--- config.mk ---
export PLATFORM = sky130hd
export DESIGN_NAME = addsub_seq
export DESIGN_NICKNAME = d
export VERILOG_FILES = /design/src/rtl/addsub_seq.sv
export SDC_FILE = /design/constraint.sdc
export NUM_CORES = 1
export LEC_CHECK = 0
export CAP_MARGIN = 15
export CORE_MARGIN = 5
export CORE_UTILIZATION = 50
export DETAILED_ROUTE_END_ITERATION = 12
export PLACE_DENSITY = 0.83
export SLEW_MARGIN = 30
export SYNTH_ARGS = -nofsm -noshare
export SYNTH_HDL_FRONTEND = slang
export SYNTH_SLANG_ARGS = --single-unit
--- constraint.sdc ---
create_clock -name clk -period 2.1 [get_ports clk]
set_input_delay 0.63 -clock clk [delete_from_list [all_inputs] [get_ports clk]]
set_output_delay 0.63 -clock clk [all_outputs]
set_load 0.01 [all_outputs]
--- src/rtl/addsub_seq.sv ---
// Multi-cycle two's-complement adder/subtractor: CHUNK bits per clock, LSB chunk first,
// carry held between chunks; result and carry/overflow/zero flags returned over valid/ready.
module addsub_seq #(
  parameter int unsigned WIDTH = 8,
  parameter int unsigned CHUNK = 4
) (
  input  logic             clk,
  input  logic             rst_n,
  input  logic             in_valid,
  output logic             in_ready,
  input  logic [WIDTH-1:0] a,
  input  logic [WIDTH-1:0] b,
  input  logic             sub,
  output logic             out_valid,
  input  logic             out_ready,
  output logic [WIDTH-1:0] result,
  output logic             cout,
  output logic             ovf,
  output logic             zero
);

  localparam int unsigned N     = WIDTH / CHUNK;
  localparam int unsigned IDX_W = (N > 1) ? $clog2(N) : 1;
  localparam int unsigned LAST  = N - 1;

  typedef enum logic [1:0] {
    IDLE = 2'd0,
    BUSY = 2'd1,
    DONE = 2'd2
  } state_t;

  state_t           state_q, state_d;
  logic [WIDTH-1:0] a_q, a_d;
  logic [WIDTH-1:0] b_q, b_d;
  logic [WIDTH-1:0] res_d;
  logic             a_msb_q, a_msb_d;
  logic             b_msb_q, b_msb_d;
  logic             carry_q, carry_d;
  logic [IDX_W-1:0] idx_q, idx_d;
  logic             cout_d, ovf_d, zero_d;

  logic [CHUNK:0]   chunk_sum;
  logic [WIDTH-1:0] res_shift;
  logic             last_chunk;

  // Operands shift right each cycle so the active chunk always sits in the low bits;
  // the result fills in from the top and is complete after N shifts.
  always_comb begin
    chunk_sum  = (CHUNK+1)'(a_q[CHUNK-1:0]) + (CHUNK+1)'(b_q[CHUNK-1:0]) + (CHUNK+1)'(carry_q);
    res_shift  = (result >> CHUNK) | (WIDTH'(chunk_sum[CHUNK-1:0]) << (WIDTH - CHUNK));
    last_chunk = (idx_q == IDX_W'(LAST));
  end

  // Next-state and datapath update
  always_comb begin
    state_d = state_q;
    a_d     = a_q;
    b_d     = b_q;
    a_msb_d = a_msb_q;
    b_msb_d = b_msb_q;
    carry_d = carry_q;
    idx_d   = idx_q;
    res_d   = result;
    cout_d  = cout;
    ovf_d   = ovf;
    zero_d  = zero;

    case (state_q)
      IDLE: begin
        if (in_valid && in_ready) begin
          a_d     = a;
          b_d     = sub ? ~b : b;
          a_msb_d = a[WIDTH-1];
          b_msb_d = sub ? ~b[WIDTH-1] : b[WIDTH-1];
          carry_d = sub;
          idx_d   = '0;
          state_d = BUSY;
        end
      end
      BUSY: begin
        a_d     = a_q >> CHUNK;
        b_d     = b_q >> CHUNK;
        carry_d = chunk_sum[CHUNK];
        idx_d   = idx_q + IDX_W'(1);
        res_d   = res_shift;
        if (last_chunk) begin
          idx_d   = '0;
          cout_d  = chunk_sum[CHUNK];
          ovf_d   = (a_msb_q == b_msb_q) && (res_shift[WIDTH-1] != a_msb_q);
          zero_d  = (res_shift == '0);
          state_d = DONE;
        end
      end
      DONE: begin
        if (out_valid && out_ready) begin
          state_d = IDLE;
        end
      end
      default: state_d = IDLE;
    endcase
  end

  // State, datapath and registered handshake outputs
  always_ff @(posedge clk or negedge rst_n) begin
    if (!rst_n) begin
      state_q   <= IDLE;
      a_q       <= '0;
      b_q       <= '0;
      a_msb_q   <= 1'b0;
      b_msb_q   <= 1'b0;
      carry_q   <= 1'b0;
      idx_q     <= '0;
      result    <= '0;
      cout      <= 1'b0;
      ovf       <= 1'b0;
      zero      <= 1'b0;
      in_ready  <= 1'b0;
      out_valid <= 1'b0;
    end else begin
      state_q   <= state_d;
      a_q       <= a_d;
      b_q       <= b_d;
      a_msb_q   <= a_msb_d;
      b_msb_q   <= b_msb_d;
      carry_q   <= carry_d;
      idx_q     <= idx_d;
      result    <= res_d;
      cout      <= cout_d;
      ovf       <= ovf_d;
      zero      <= zero_d;
      in_ready  <= (state_d == IDLE);
      out_valid <= (state_d == DONE);
    end
  end

endmodule

==> results.md <==
- Max-Cap Viols: 0
- Hold Startpoint: result[0]
- DP HPWL: 2480 µm
- Rel. slew slack: 0.546
- Share of layout cells above drive strength 1: 0.0732
- Drt first pass iters: 4
- Routed WL: 3330 µm
- Synthesized area: 0.00162 mm²
- Most common cell after layout, fill and taps aside: nand2_1
- Clock Skew: 5.07 ps
- Status: complete, no violations
- Required time of the critical path: 2360 ps
- Clock Latency Late Sink: 330 ps
- RR Startpoint: a_q[0]
- Cell count of the worst reg-to-reg path: 6
- RSZ-0062 raised after global routing: yes
- Row cnt: 20
- Largest net degree at the start of global routing: 36
- Hold endpoint: result[0]
- Min-Delay Path Depth: 2
- Initial drt markers: 53
- Fin cells: 249
- R2r setup slk: 90 ps
- Footprint of the multi-input gates: 679 µm²
- Clock sink count: 35
- Num CTS Buffers: 5
- Die H: 66.9 µm
- Placer Congestion: 0.864
- Drt via density: 5.13
- Cell count after synthesis: 169
- Sequential share of the synthesized area: 0.542
- Wire length per cell: 13.4 µm
- Post-route ant nets: 0
- Syn_area_per_cell: 9.57 µm²
- Cts hold-fix bufs: 0
- Register area: 876 µm²
- Fin. Hold Viols: 0
- #FFs+latches synth: 35
- GRT overflow: 0
- VDD IR max: 607 µV
- Ports: 34
- Critical path arrival: 2270 ps
- Post-CTS setup buffers: 0
- Setup Viol. Count Final: 0
- First-pass GRT wire length: 5780 µm
- Cell accounting for the most synthesized area: dfrtp_1
- Period utilization: 0.957
- Final nets: 232
- Post-cts resize count: 0
- Top cells by area, synth: dfrtp_1 54%, nand2_1 10%, xnor2_1 4.3%
- Minimum clock period after layout: 2010 ps
- Antenna diodes: 0
- Worst-path clk slew: 90 ps
- H-tree depth: 2
- All-Layer GR Usage: 0.175
- Initial antenna violation count: 0
- Crit. Startpoint: a_q[0]
- Crit Path Max Fanout: 4
- Yosys warnings: 0
- Dpl cells: 243
- Root Driver: clkbuf_4
- Top FF cell, synth: dfrtp_1
- # DRC: 0
- Die area: 0.00447 mm²
- Worst hold slack: 485 ps
- Slew Viols, Final: 0
- Chip width: 66.9 µm
- Post-Syn Nets: 195
- Static leakage: 0.000953 µW
- Number of port buffers: 33
- Post-synth ARST share: 1.00
- Vias in the first global route: 1219
- Max frequency: 0.497 GHz
- Kind of end point of the critical path: register
- Area grow syn2layout: 28.0%
- Setup crit start kind: register
- Most frequent cells in the layout: 44 x nand2_1, 35 x dfrtp_1, 33 x clkdlybuf4s50_1, 12 x o21ai_0, 10 x nor2_1
- Worst R2R End: ovf
- Final core utilization: 0.672
- CORE AREA: 0.00308 mm²
- WS Path Type: reg2reg
- CTS tree: built
- Synth top area share: 0.542
- FILL cells: 267
- Clk buf depth: 2
- Post-synthesis cell type count: 31
- Pwr Density: 1410 mW/mm²
- HP Class: reg2reg
- Worst-Margin Slew: 681 ps
- Via count: 1278
- Initial core utilization: 0.525
- Post-synth EDFFs: 0
-- metrics by stage --
step / setup WS (ps) / cell area (µm²) / setup TNS (ps) / total power, µW
4_1_cts: 114 / 2070 / 0 / 2940
6_report: 89.7 / 2070 / 0 / 2920
3_3_place_gp: 102 / 2020 / 0 / 2540
3_5_place_dp: 40.6 / 2020 / 0 / 2620
2_1_floorplan: 265 / 1620 / 0 / 2060
5_1_grt: -8.13 / 2070 / -8.13 / 3210
-- registers in the layout (all words and copies together) (netlist names) --
| signal | count |
|---|---|
| in_ready | 1 |
| b_q | 8 |
| zero | 1 |
| out_valid | 1 |
| idx_q | 1 |
| result | 8 |
| cout | 1 |
| a_msb_q | 1 |
| state_q | 2 |
| b_msb_q | 1 |
| carry_q | 1 |
| a_q | 8 |
| ovf | 1 |
-- final cells by class --
type	count	share of cell area
sequential	35	0.423
multi-input combinational	118	0.328
timing repair buffer	40	0.191
tap	44	0.0266
clock buffer	6	0.0200
inverter	6	0.0109
-- critical path, stage by stage, from the launching register on --
cell      delay, ps
dfrtp_1         340
inv_1            70
fa_1            450
nand3b_1        210
and3b_1         240
or4_1           430
a41oi_2         200
-- logic make-up after synthesis --
kind of cell	after synthesis	share of synthesized area
flops	35	0.542
xor+xnor	9	0.0488
compound gates	32	0.123
buf+inv	16	0.0402
fa+ha+maj	5	0.0480
simple gates	72	0.198
-- worst max-delay path by stage --
stage	end	slack [ps]	depth (start not counted)
finish	ovf	90	6
global route	ovf	-8	6
CTS	ovf	110	6
detailed placement	carry_q	40	5
global placement	idx_q	100	6
floorplan	ovf	260	6
-- power by group --
| group | switching [µW] | internal (µW) |
|---|---|---|
| registers | 196 | 975 |
| clock network | 203 | 119 |
| logic | 744 | 684 |
-- synthesized netlist by cell type (all sizes together) (2+ instances only) --
master	n
o21ai	12
a21oi	8
nand3	8
o22ai	4
fa	2
nor2	10
inv	6
nand2	44
buf	4
xnor2	8
ha	3
nand3b	2
dfrtp	35
clkbuf	6
-- layer usage --
| layer | track usage | routed length, µm | vias to the layer above |
|---|---|---|---|
| met5 | 0 | 0 | - |
| met4 | 0.0785 | 52 | 0 |
| met3 | 0.0422 | 244 | 6 |
| met2 | 0.280 | 1610 | 42 |
| met1 | 0.225 | 1430 | 590 |
| li1 | - | - | 640 |
Power figures use the tool's default switching activity.
